`config.mk`:
```
export PLATFORM = sky130hd
export DESIGN_NAME = ksi_seq_ctrl
export DESIGN_NICKNAME = d
export VERILOG_FILES = /design/src/rtl/akp_ksi_pkg.sv /design/src/rtl/ksi_dly_line.sv /design/src/rtl/ksi_seq_ctrl.sv
export SDC_FILE = /design/constraint.sdc
export NUM_CORES = 1
export LEC_CHECK = 0
export CORE_MARGIN = 2
export CORE_UTILIZATION = 40
export CTS_CLUSTER_DIAMETER = 200
export DETAILED_ROUTE_END_ITERATION = 10
export PLACE_DENSITY = 0.64
export SYNTH_ARGS = -nofsm -noshare
export SYNTH_HDL_FRONTEND = slang
export SYNTH_HIERARCHICAL = 1
export SYNTH_SLANG_ARGS = --single-unit
```
`constraint.sdc`:
```
create_clock -name clk -period 5.1 [get_ports clk]
set_input_delay 1.275 -clock clk [delete_from_list [all_inputs] [get_ports clk]]
set_output_delay 1.275 -clock clk [all_outputs]
set_load 0.005 [all_outputs]
```
`src/rtl/akp_ksi_pkg.sv`:
```
// Shared definitions for the KSI sequencer: state encoding and default unit latencies.
package akp_ksi_pkg;

   localparam int unsigned DEF_DIV_LAT  = 6;
   localparam int unsigned DEF_SUB_LAT  = 7;
   localparam int unsigned DEF_MULT_LAT = 5;
   localparam int unsigned DEF_ACC_LAT  = 3;

   // State encoding kept as plain constants so legacy netlists can decode the state bits.
   typedef logic [2:0] ksi_state_t;
   localparam ksi_state_t StIdle   = 3'd0;
   localparam ksi_state_t StAcc1   = 3'd1;
   localparam ksi_state_t StDrain1 = 3'd2;
   localparam ksi_state_t StAcc2   = 3'd3;
   localparam ksi_state_t StDrain2 = 3'd4;
   localparam ksi_state_t StFinal  = 3'd5;
   localparam ksi_state_t StDone   = 3'd6;

endpackage

```
`src/rtl/ksi_dly_line.sv`:
```
// One-bit delay line of DEPTH stages with synchronous clear.
module ksi_dly_line #(
   parameter int unsigned DEPTH = 1
) (
   input  logic clk,
   input  logic clr_n,
   input  logic clr,
   input  logic din,
   output logic dout
);

   logic [DEPTH-1:0] sr_q;

   generate
      if (DEPTH == 1) begin : g_one
         always_ff @(posedge clk or negedge clr_n) begin
            if (!clr_n)   sr_q <= '0;
            else if (clr) sr_q <= '0;
            else          sr_q <= din;
         end
      end else begin : g_many
         always_ff @(posedge clk or negedge clr_n) begin
            if (!clr_n)   sr_q <= '0;
            else if (clr) sr_q <= '0;
            else          sr_q <= {sr_q[DEPTH-2:0], din};
         end
      end
   endgenerate

   assign dout = sr_q[DEPTH-1];

endmodule

```
`src/rtl/ksi_seq_ctrl.sv`:
```
// Two-pass (mean, then variance) KSI sequencer: drives FIFO reads, accumulator strobes and
// waits out the pipeline latencies of the FP datapath before flagging ksi_en.
module ksi_seq_ctrl
   import akp_ksi_pkg::*;
#(
   parameter int unsigned DIV_LAT  = DEF_DIV_LAT,
   parameter int unsigned SUB_LAT  = DEF_SUB_LAT,
   parameter int unsigned MULT_LAT = DEF_MULT_LAT,
   parameter int unsigned ACC_LAT  = DEF_ACC_LAT
) (
   input  logic        clk,
   input  logic        clr_n,
   input  logic        work,
   input  logic        ink,
   input  logic [11:0] L_stroke,
   input  logic        fifo_empty,
   output logic        fifo_rd,
   output logic        pass2,
   output logic        acc_new,
   output logic        acc_en,
   output logic [11:0] L_stroke_1,
   output logic        busy,
   output logic        ksi_en,
   output logic        err_len
);

   localparam int unsigned D1 = 1;
   localparam int unsigned D2 = 1 + SUB_LAT + MULT_LAT;
   localparam logic [11:0] DRN1_LAST = 12'(D1 + ACC_LAT - 1);
   localparam logic [11:0] DRN2_LAST = 12'(D2 + ACC_LAT - 1);
   localparam logic [11:0] FIN_LAST  = 12'(2 * DIV_LAT + MULT_LAT + SUB_LAT - 1);

   ksi_state_t  state_q, state_d;
   logic [11:0] rd_cnt_q, rd_cnt_d, wt_cnt_q, wt_cnt_d, l1_q;
   logic        first_q, first_d, err_q;
   logic        start, len_zero, pass_start, dly_clr;
   logic        rd_p1, rd_p2, acc1_out, acc2_out;

   always_comb begin
      fifo_rd  = work && (state_q == StAcc1 || state_q == StAcc2) && !fifo_empty;
      pass2    = state_q inside {StAcc2, StDrain2, StFinal, StDone};
      busy     = (state_q != StIdle);
      ksi_en   = work && (state_q == StDone);
      acc_en   = work && (acc1_out || acc2_out);
      acc_new  = acc_en && first_q;
      len_zero = (L_stroke == 12'd0);
      start    = work && ink && (state_q == StIdle) && !len_zero;
      rd_p1    = fifo_rd && !pass2;
      rd_p2    = fifo_rd && pass2;
   end

   always_comb begin
      state_d = state_q;
      case (state_q)
         StIdle:   if (start) state_d = StAcc1;
         StAcc1:   if (fifo_rd && rd_cnt_q == l1_q - 12'd1) state_d = StDrain1;
         StDrain1: if (wt_cnt_q == DRN1_LAST) state_d = StAcc2;
         StAcc2:   if (fifo_rd && rd_cnt_q == l1_q - 12'd1) state_d = StDrain2;
         StDrain2: if (wt_cnt_q == DRN2_LAST) state_d = StFinal;
         StFinal:  if (wt_cnt_q == FIN_LAST) state_d = StDone;
         StDone:   state_d = StIdle;
         default:  state_d = StIdle;
      endcase
      if (!work) state_d = StIdle;
   end

   // Both counters restart on every state change, so each pass and wait starts from zero.
   always_comb begin
      pass_start = (state_d != state_q) && (state_d == StAcc1 || state_d == StAcc2);
      dly_clr    = !work || pass_start;
      rd_cnt_d   = rd_cnt_q + {11'd0, fifo_rd};
      wt_cnt_d   = wt_cnt_q;
      if (state_q inside {StDrain1, StDrain2, StFinal}) wt_cnt_d = wt_cnt_q + 12'd1;
      if (state_d != state_q) begin
         rd_cnt_d = '0;
         wt_cnt_d = '0;
      end
      first_d = pass_start ? 1'b1 : (acc_en ? 1'b0 : first_q);
   end

   always_ff @(posedge clk or negedge clr_n) begin
      if (!clr_n) begin
         state_q  <= StIdle;
         rd_cnt_q <= '0;
         wt_cnt_q <= '0;
         l1_q     <= '0;
         first_q  <= 1'b0;
         err_q    <= 1'b0;
      end else begin
         state_q  <= state_d;
         rd_cnt_q <= rd_cnt_d;
         wt_cnt_q <= wt_cnt_d;
         first_q  <= first_d;
         err_q    <= work && ink && (state_q == StIdle) && len_zero;
         if (start) l1_q <= L_stroke;
      end
   end

   assign L_stroke_1 = l1_q;
   assign err_len    = err_q;

   ksi_dly_line #(.DEPTH(D1)) u_dly_p1 (
      .clk   (clk),
      .clr_n (clr_n),
      .clr   (dly_clr),
      .din   (rd_p1),
      .dout  (acc1_out)
   );

   ksi_dly_line #(.DEPTH(D2)) u_dly_p2 (
      .clk   (clk),
      .clr_n (clr_n),
      .clr   (dly_clr),
      .din   (rd_p2),
      .dout  (acc2_out)
   );

endmodule
```
* Yosys cells after proc, flatten, opt, wreduce, memory -nomap -nowiden
Cells that the tools add are included.
Storage, ports and cells: flip-flop bits (word level) 55, input bits 17, output and inout port bits 19, word-level logic and storage cells 67
Cells by class: $add $sub $neg 3, eq/ne operators 13, muxes and demuxes 15, reductions and logical operators 28
Operators by type and width (number):
- 2-to-1 mux 12 bit | 3
- 2-to-1 mux 3 bit | 7
- one-hot mux 3 bit (6 select lines) | 1
- logical AND 1 bit | 13
- 2-to-1 mux 13 bit | 1
- adder 12 x 1 -> 12 bit | 1
- adder 12 x 1 -> 12 bit, second input constant | 1
- == test 12 bit | 1
- == test 12 x 2 -> 1 bit, second input constant | 1
- == test 12 x 4 -> 1 bit, second input constant | 1
- == test 12 x 5 -> 1 bit, second input constant | 1
- logical NOT 12 bit | 1
- subtractor 12 x 1 -> 12 bit, second input constant | 1
- == test 3 x 2 -> 1 bit, second input constant | 3
- == test 3 bit, second input constant | 3
- == test 3 x 1 -> 1 bit, second input constant | 2
- nonzero test 3 bit | 2
- logical NOT 1 bit | 4
- logical OR 1 bit | 4
- nonzero test 2 bit | 2
- nonzero test 4 bit | 1
- logical NOT 3 bit | 1
- 2-to-1 mux 1 bit | 3
- != test 3 bit | 1

* Longest topological paths before layout
Gate-level depths: netlist of the first run.
word-level depth 13, depth in mapped cells 9, gate-level depth less buffers 8

* Modules after synthesis
The synthesis of the first run kept the hierarchy.
By module, submodules not included:
- ksi_seq_ctrl | times used 1, cells an instance 268, area each 2688.8 um2, sequential area each 1026.0 um2
- ksi_dly_line (u_dly_p2) | times used 1, cells an instance 27, area each 460.4 um2, sequential area each 325.3 um2
- ksi_dly_line (u_dly_p1) | times used 1, cells an instance 2, area each 38.8 um2, sequential area each 25.0 um2

* Worst setup path before layout of the first run
No wires, ideal clock.
path kind input port to output port, start in work, end out fifo_rd, data arrival time 2053 ps, data required time 3825 ps, setup slack 1772 ps, stages 2, buffers on the path 1, cell sequence buf_2 -> nor4bb_1
On the way: longest elaborated chain between the ends 2
RTL lines:
- start, declared | RTL line ksi_seq_ctrl.sv:13 | input logic work,
- logical AND 1 bit (2 in a row) | RTL line ksi_seq_ctrl.sv:40 | fifo_rd = work && (state_q == StAcc1 || state_q == StAcc2) && !fifo_empty;
- end, declared | RTL line ksi_seq_ctrl.sv:17 | output logic fifo_rd,
No other way between the ends.

* Worst setup path after layout of the first run
Same ends and word-level chain as after synthesis.

==> results.json, run 1 <==
{
  "status": "finished clean",
  "synthCells": 297,
  "setup_ws_ns": 0.845,
  "ant_nets": 0,
  "synthMuxAreaShare": 0.0455,
  "cp_top_family": "buffers and inverters",
  "syn_to_final_growth_pct": 17.3,
  "slew_headroom": 0.471,
  "clockPowerShare": 0.298,
  "root_buffer": "clkbuf_8",
  "cts_resized": 0,
  "track_usage": 0.169,
  "hold_viol": 0,
  "use_met1": 0.257,
  "cp.arrival_ns": 2.98,
  "ys.flop_type": "dfrtp_1",
  "cts_tree": "yes",
  "grt_pass1_wl_um": 11800,
  "path_buf_inv": 3,
  "total_power_mw": 0.992,
  "seq_area_um2": 1380,
  "p_int_mw": 0.716,
  "clk_latency_ns": 0.30,
  "p_leak_nw": 1.52,
  "drtPass1Iterations": 4,
  "synth-async-reset-ratio": 1.00,
  "postCtsSetupBuffers": 0,
  "yosysSeqAreaShare": 0.432,
  "min_path_type": "reg2reg",
  "io_pins": 36,
  "fin_skew_ns": 0.00639,
  "p_switching_mw": 0.276,
  "grt-ovfl-total": 0,
  "synth_cell_types": 60,
  "multiInputGateArea_um2": 1730,
  "rows": 32,
  "start_util": 0.413,
  "portBuffers": 35,
  "yosys.area_share.simple": 0.230,
  "grt_setup_unrepaired": "no",
  "final_cells": 433,
  "critical_path_class": "in2out",
  "synth_area_um2": 3190,
  "fp.coreArea_um2": 7730,
  "yosysWarningCount": 6,
  "synth-edff-count": 0,
  "p_per_area_nw_per_um2": 265,
  "grt_pass1_vias": 2344,
  "finalWeightedCongestion": 0.812,
  "drc": 0,
  "dr.first_iter.drc_count": 120,
  "grt_use_met2": 0.252,
  "required_ns": 3.83,
  "final.setup.tns_ns": 0,
  "crit_top_cell": "clkdlybuf4s50_1",
  "slowest_delay_ns": 0.66,
  "ir_drop_mv": 0.148,
  "worstMarginPinSlew_ns": 0.774,
  "startpoint_type": "input pin",
  "ctsLongestPathBuffers": 2,
  "drv_cap": 0,
  "period_minus_slack_ns": 4.25,
  "critPathCaptureType": "output pin",
  "wirelength_um": 6720,
  "ctsHtreeMaxLevel": 2,
  "holdWs_ns": 0.463,
  "wire_per_inst_um": 15.5,
  "die_w_um": 93.3,
  "syn_avg_cell_area_um2": 10.7,
  "cts_made_buffers": 5,
  "path_max_fanout": 10,
  "slowest_stage": "clkdlybuf4s50_1",
  "place_inst": 425,
  "syn_nets": 318,
  "grt_max_degree": 56,
  "worstPathCellList": "clkdlybuf4s50_1 -> nor4bb_1 -> buf_4 -> clkdlybuf4s50_1",
  "die_h_um": 93.3,
  "final_layout_size_suffix_gt1_frac": 0.208,
  "clock-sinks": 55,
  "diodes": 0,
  "synth_compound_area_frac": 0.143,
  "die-area_um2": 8700,
  "synthAdderAreaFrac": 0.0157,
  "ys_ff_latch": 55,
  "busiest_layer": "met1",
  "drv_slew": 0,
  "setup_violations": 0,
  "fill_cells": 726,
  "fin_nets": 351,
  "synthXorXnorAreaFrac": 0.103,
  "synth_top_family_by_area": "simple AND/OR/NAND/NOR gates",
  "post-route-period-util": 0.834,
  "pwr-share-comb": 0.199,
  "holdBufCountCts": 0,
  "dp_slack_ns": 0.852,
  "grtUsageMet3": 0.0290,
  "dp.final_hpwl_um": 4740,
  "antenna_found_initial": 0,
  "max_clock_freq_mhz": 235,
  "vias": 2370,
  "via_per_inst": 5.47,
  "p_seq_frac": 0.504,
  "switching_share": 0.278,
  "clk_pin_slew_ns": 0.09
}
Yosys cell counts (3+ instances only):
master / n / share of area
dfrtp_1: 55 / 0.43
a21oi_2: 20 / 0.055
xor2_1: 20 / 0.055
nor2_1: 17 / 0.020
nand2_1: 16 / 0.019
xnor2_1: 15 / 0.041
mux2_2: 12 / 0.042
nand3_1: 11 / 0.017
nand4_1: 9 / 0.018
nor2b_2: 8 / 0.022
nor4_1: 8 / 0.016
and3_1: 6 / 0.012
nor2b_1: 6 / 0.012
nor3_1: 5 / 0.0078
or3_1: 5 / 0.0098
a21o_1: 4 / 0.0094
buf_6: 4 / 0.014
clkbuf_1: 4 / 0.0047
ha_1: 4 / 0.016
inv_1: 4 / 0.0047
o21ai_0: 4 / 0.0063
a21boi_0: 3 / 0.0071
and2b_2: 3 / 0.0082
buf_2: 3 / 0.0047
nor2b_4: 3 / 0.013
sequential cells by signal, summed over array words and instances, names as in the netlist:
register / count
u_dly_p2/sr_q: 13
L_stroke_1: 12
rd_cnt_q: 12
wt_cnt_q: 12
state_q: 3
err_len: 1
first_q: 1
u_dly_p1/dout: 1
through the flow:
step                utilization  area, um^2
floorplan                     -        3190
CTS                       0.484        3740
finish                    0.484        3740
global route              0.484        3740
detailed placement        0.469        3620
global placement          0.469        3620
final timing paths:
| path | cells past startpoint | start | endpoint | slack (ns) |
|---|---|---|---|---|
| min in group asynchronous | 2 | clr_n | rd_cnt_q[9] | 1.07 |
| hold reg to reg | 1 | u_dly_p2/sr_q[4] | u_dly_p2/sr_q[5] | 0.46 |
| hold / removal | 1 | u_dly_p2/sr_q[4] | u_dly_p2/sr_q[5] | 0.46 |
| max in group asynchronous | 2 | clr_n | L_stroke_1[0] | 3.54 |
| setup / recovery | 4 | work | fifo_rd | 0.85 |
| setup reg to reg | 9 | L_stroke_1[0] | rd_cnt_q[6] | 1.72 |
cells by family (layout without fill, tap and decap cells):
kind of cell	after synthesis	in the layout
simple gates	118	118
flops	55	55
compound gates	54	54
xor+xnor	36	36
buf+inv	17	51
mux	13	13
fa+ha+maj	4	4
power by group through the flow:
stage / Clock [mW] / Combinational, mW / Sequential, mW
floorplan: 0 / 0.123 / 0.490
global placement: 0 / 0.194 / 0.507
detailed placement: 0 / 0.196 / 0.507
CTS: 0.304 / 0.198 / 0.498
global route: 0.324 / 0.216 / 0.505
finish: 0.295 / 0.197 / 0.500
cells in the final DEF, fill, tap and decap left out, types with 6 or more instances in the layout:
cell,synthesis,final
dfrtp_1,55,55
clkdlybuf4s50_1,0,34
xor2_1,20,20
a21oi_2,20,20
nor2_1,17,17
nand2_1,16,16
xnor2_1,15,15
mux2_2,12,12
nand3_1,11,11
nand4_1,9,9
nor4_1,8,8
nor2b_2,8,8
and3_1,6,6
nor2b_1,6,6
clkbuf_8,0,6
cell type report:
class / instances / share of cell area
tap: 102 / 0.0341
inverter: 4 / 0.00402
sequential: 55 / 0.368
timing repair buffer: 39 / 0.100
clock buffer: 6 / 0.0221
multi-input combinational: 225 / 0.462
clock inverter: 2 / 0.00937
routing by layer:
| layer | wire length, um | share of wire | vias up |
|---|---|---|---|
| li1 | - | - | 1141 |
| met1 | 3400 | 0.51 | 1176 |
| met2 | 2980 | 0.44 | 49 |
| met3 | 287 | 0.043 | 4 |
| met4 | 50 | 0.0074 | 0 |
| met5 | 0 | 0 | - |
No activity file was read; power rests on OpenSTA's default activity.
==> inputs of run 2 (changes only) <==
==> constraint.sdc (replaced) <==
create_clock -name clk -period 4.15 [get_ports clk]
set_input_delay 1.0375 -clock clk [delete_from_list [all_inputs] [get_ports clk]]
set_output_delay 1.0375 -clock clk [all_outputs]
set_load 0.005 [all_outputs]
==> results.json, run 2 (synthesis gave the netlist of run 1 again) <==
{
  "max_clock_freq_mhz": 269,
  "final_cell_mix": "dfrtp_1 (55), clkdlybuf4s50_1 (34), xor2_1 (20), a21oi_2 (20), nor2_1 (17)",
  "io_pins": 36,
  "root_buffer": "clkbuf_8",
  "startpoint_type": "input pin",
  "grt-ovfl-total": 0,
  "pwr-share-comb": 0.214,
  "diodes": 0,
  "hold_start": "u_dly_p2/sr_q[2]",
  "worstMarginPinSlew_ns": 0.756,
  "grt_pass1_vias": 2236,
  "postCtsSetupBuffers": 0,
  "final_layout_size_suffix_gt1_frac": 0.208,
  "wire_per_inst_um": 15.9,
  "hold_viol": 0,
  "slew_headroom": 0.496,
  "path_max_fanout": 10,
  "fin_skew_ns": 0.00899,
  "vias": 2340,
  "fin_nets": 352,
  "die_h_um": 93.3,
  "critPathCaptureType": "output pin",
  "period_minus_slack_ns": 3.72,
  "fp.coreArea_um2": 7730,
  "ctsHtreeMaxLevel": 2,
  "p_per_area_nw_per_um2": 310,
  "drc": 0,
  "clk_latency_ns": 0.31,
  "critical_path_class": "in2out",
  "p_leak_nw": 1.50,
  "reg2reg_to": "wt_cnt_q[0]",
  "min_path_cells": 1,
  "min_path_type": "reg2reg",
  "antenna_found_initial": 0,
  "cts_resized": 0,
  "p_seq_frac": 0.534,
  "holdBufCountCts": 0,
  "clockPowerShare": 0.251,
  "min_to": "u_dly_p2/sr_q[3]",
  "clock-sinks": 55,
  "dr.first_iter.drc_count": 145,
  "via_per_inst": 5.39,
  "final.setup.tns_ns": 0,
  "portBuffers": 35,
  "p_switching_mw": 0.345,
  "clk_pin_slew_ns": 0.09,
  "cts_made_buffers": 5,
  "seq_area_um2": 1380,
  "setup_violations": 0,
  "design_area_um2": 3710,
  "die_w_um": 93.3,
  "total_power_mw": 1.15,
  "largest-register": "u_dly_p2/sr_q",
  "largest_reg_flops": 13,
  "required_ns": 3.11,
  "track_usage": 0.168,
  "wirelength_um": 6890,
  "drv_cap": 0,
  "switching_share": 0.300,
  "r2r_cells": 9,
  "status": "finished clean",
  "die-area_um2": 8700,
  "regToRegSetupSlack_ns": 0.82,
  "grt_max_degree": 34,
  "ir_drop_mv": 0.130,
  "multiInputGateArea_um2": 1730,
  "p_int_mw": 0.804,
  "ctsLongestPathBuffers": 2,
  "ant_nets": 0,
  "start_util": 0.413,
  "syn_to_final_growth_pct": 16.5,
  "drv_slew": 0,
  "grt_setup_unrepaired": "no",
  "finalWeightedCongestion": 0.852,
  "rr_startpoint": "L_stroke_1[0]",
  "fill_cells": 691,
  "drtPass1Iterations": 4,
  "cts_tree": "yes",
  "post-route-period-util": 0.897,
  "final_util": 0.481,
  "grt_pass1_wl_um": 11400,
  "final_common_cell": "dfrtp_1",
  "rows": 32,
  "place_area_um2": 3630,
  "cp.arrival_ns": 2.68,
  "dp.final_hpwl_um": 4930
}
run 2: cell types whose count changed in the layout (fill, tap and decap cells not counted), sizes merged:
cell and change:
buf +1, bufinv -1, clkinvlp +1
run 2: worst max path at each step:
| stage | slack [ns] | from | endpoint |
|---|---|---|---|
| after detailed placement | 0.44 | work | fifo_rd |
| after floorplan | 1.07 | work | rd_cnt_q[10] |
| after global placement | 0.43 | work | fifo_rd |
| final | 0.43 | work | fifo_rd |
| after global routing | 0.37 | work | fifo_rd |
| after CTS | 0.43 | work | fifo_rd |
run 2: metrics by stage:
step	hold slack (ns)	setup WS (ns)	cells
floorplan	0.437	1.07	297
global placement	0.439	0.434	426
detailed placement	0.448	0.436	426
CTS	0.472	0.431	434
global route	0.476	0.366	434
finish	0.462	0.428	434
run 2: layout make-up:
cell class / count / share of cell area
Multi-Input combinational cell: 225 / 0.465
Sequential cell: 55 / 0.371
Timing Repair Buffer: 40 / 0.103
Tap cell: 102 / 0.0344
Clock buffer: 6 / 0.0195
Inverter: 4 / 0.00404
Clock inverter: 2 / 0.00337
run 2: power by group through the flow:
stage | Combinational [mW] | Sequential, mW | Clock (mW)
global route | 0.268 | 0.622 | 0.333
finish | 0.247 | 0.614 | 0.289
floorplan | 0.152 | 0.603 | 0
global placement | 0.242 | 0.626 | 0
CTS | 0.247 | 0.615 | 0.302
detailed placement | 0.245 | 0.625 | 0
run 2: routing by layer:
layer	share of wire	vias to the layer above	global-route usage
met5	0	-	0
met4	0.015	0	0.0490
met3	0.040	7	0.0322
met2	0.45	41	0.249
met1	0.50	1154	0.248
li1	-	1138	-
run 2: critical path: stages:
cell and delay (ns):
clkdlybuf4s50_1 0.64, nor4bb_1 0.31, buf_4 0.19, clkdlybuf4s50_1 0.52
==> inputs of run 3 (changes only) <==
--- a/config.mk
+++ b/config.mk
@@ -6,10 +6,10 @@
 export NUM_CORES = 1
 export LEC_CHECK = 0
 export CORE_MARGIN = 2
-export CORE_UTILIZATION = 40
+export CORE_UTILIZATION = 35
 export CTS_CLUSTER_DIAMETER = 200
 export DETAILED_ROUTE_END_ITERATION = 10
-export PLACE_DENSITY = 0.64
+export PLACE_DENSITY = 0.58
 export SYNTH_ARGS = -nofsm -noshare
 export SYNTH_HDL_FRONTEND = slang
 export SYNTH_HIERARCHICAL = 1
==> results.json, run 3 (synthesis gave the netlist of run 1 again) <==
{
  "status": "finished clean",
  "io_pins": 36,
  "start_util": 0.364,
  "final_cell_mix": "dfrtp_1 (55), clkdlybuf4s50_1 (34), xor2_1 (20), a21oi_2 (20), nor2_1 (17)",
  "setup_violations": 0,
  "final_layout_size_suffix_gt1_frac": 0.213,
  "ant_nets": 0,
  "worstMarginPinSlew_ns": 0.887,
  "final_common_cell": "dfrtp_1",
  "dr.first_iter.drc_count": 76,
  "grt_setup_unrepaired": "no",
  "seq_area_um2": 1380,
  "ir_drop_mv": 0.132,
  "max_clock_freq_mhz": 262,
  "wirelength_um": 6780,
  "dp.final_hpwl_um": 4890,
  "multiInputGateArea_um2": 1730,
  "clk_latency_ns": 0.31,
  "fin_nets": 353,
  "die_h_um": 99.4,
  "fill_cells": 853,
  "final.setup.tns_ns": 0,
  "wire_per_inst_um": 15.4,
  "place_inst": 433,
  "root_buffer": "clkbuf_8",
  "cts_resized": 0,
  "worstPathCellList": "clkdlybuf4s50_1 -> nor4bb_1 -> clkdlybuf4s50_1",
  "fp.coreArea_um2": 8760,
  "startpoint_type": "input pin",
  "min_path_type": "reg2reg",
  "path_max_fanout": 10,
  "diodes": 0,
  "required_ns": 3.11,
  "grt_pass1_vias": 2244,
  "ctsLongestPathBuffers": 2,
  "hold_viol": 0,
  "via_per_inst": 5.37,
  "cp.arrival_ns": 2.77,
  "period_minus_slack_ns": 3.81,
  "fin_skew_ns": 0.0104,
  "cts_made_buffers": 5,
  "finalWeightedCongestion": 0.778,
  "holdBufCountCts": 0,
  "vias": 2368,
  "drtPass1Iterations": 4,
  "portBuffers": 35,
  "clk_pin_slew_ns": 0.11,
  "critPathCaptureType": "output pin",
  "crit_top_cell": "clkdlybuf4s50_1",
  "slowest_stage": "clkdlybuf4s50_1",
  "track_usage": 0.146,
  "drv_slew": 0,
  "cts_tree": "yes",
  "total_power_mw": 1.17,
  "grt-ovfl-total": 0,
  "die-area_um2": 9890,
  "postCtsSetupBuffers": 0,
  "clock-sinks": 55,
  "grt_max_degree": 40,
  "rows": 34,
  "p_per_area_nw_per_um2": 313,
  "syn_to_final_growth_pct": 17.2,
  "largest_reg_flops": 13,
  "drc": 0,
  "final_cells": 441,
  "slew_headroom": 0.409,
  "largest-register": "u_dly_p2/sr_q",
  "setup_ws_ns": 0.339,
  "critical_path_class": "in2out",
  "die_w_um": 99.4,
  "dp_slack_ns": 0.362,
  "antenna_found_initial": 1,
  "final_util": 0.426,
  "slowest_delay_ns": 0.65,
  "ctsHtreeMaxLevel": 2,
  "grt_pass1_wl_um": 11600,
  "drv_cap": 0,
  "p_leak_nw": 1.51,
  "post-route-period-util": 0.918
}
==> run 3: final cells by class <==
class / instances / share of cell area
timing repair buffer: 41 / 0.104
clock buffer: 5 / 0.0184
inverter: 4 / 0.00402
sequential: 55 / 0.368
clock inverter: 3 / 0.00670
tap: 108 / 0.0362
multi-input combinational: 225 / 0.462
==> run 3: layer usage <==
metal / track usage / part of all wire / vias to the layer above
li1: - / - / 1138
met1: 0.219 / 0.51 / 1185
met2: 0.215 / 0.44 / 36
met3: 0.0302 / 0.036 / 7
met4: 0.0421 / 0.011 / 2
met5: 0 / 0.0024 / -
==> run 3: worst max-delay path, delay by kind of cell <==
| family | cells | cell delay, ns |
|---|---|---|
| buffers and inverters | 2 | 1.24 |
| AND/OR/NAND/NOR | 1 | 0.50 |
==> run 3: through the flow <==
stage / instance area [um^2] / hold WS (ns)
6_report: 3740 / 0.469
5_1_grt: 3740 / 0.496
4_1_cts: 3740 / 0.469
3_5_place_dp: 3640 / 0.448
3_3_place_gp: 3640 / 0.438
2_1_floorplan: 3190 / 0.437
==> run 3: worst paths after layout <==
path	slack (ns)	cells after the start	endpoint	startpoint
setup / recovery	0.34	3	fifo_rd	work
hold / removal	0.47	1	u_dly_p2/sr_q[3]	u_dly_p2/sr_q[2]
min in group asynchronous	0.84	1	u_dly_p2/sr_q[3]	clr_n
setup reg to reg	1.05	9	rd_cnt_q[11]	L_stroke_1[0]
hold reg to reg	0.47	1	u_dly_p2/sr_q[3]	u_dly_p2/sr_q[2]
max in group asynchronous	2.55	2	L_stroke_1[3]	clr_n
==> run 3: power breakdown <==
part	total, mW	switching (mW)	internal (mW)
sequential	0.613	0.0535	0.560
clock	0.315	0.191	0.124
combinational	0.242	0.115	0.127
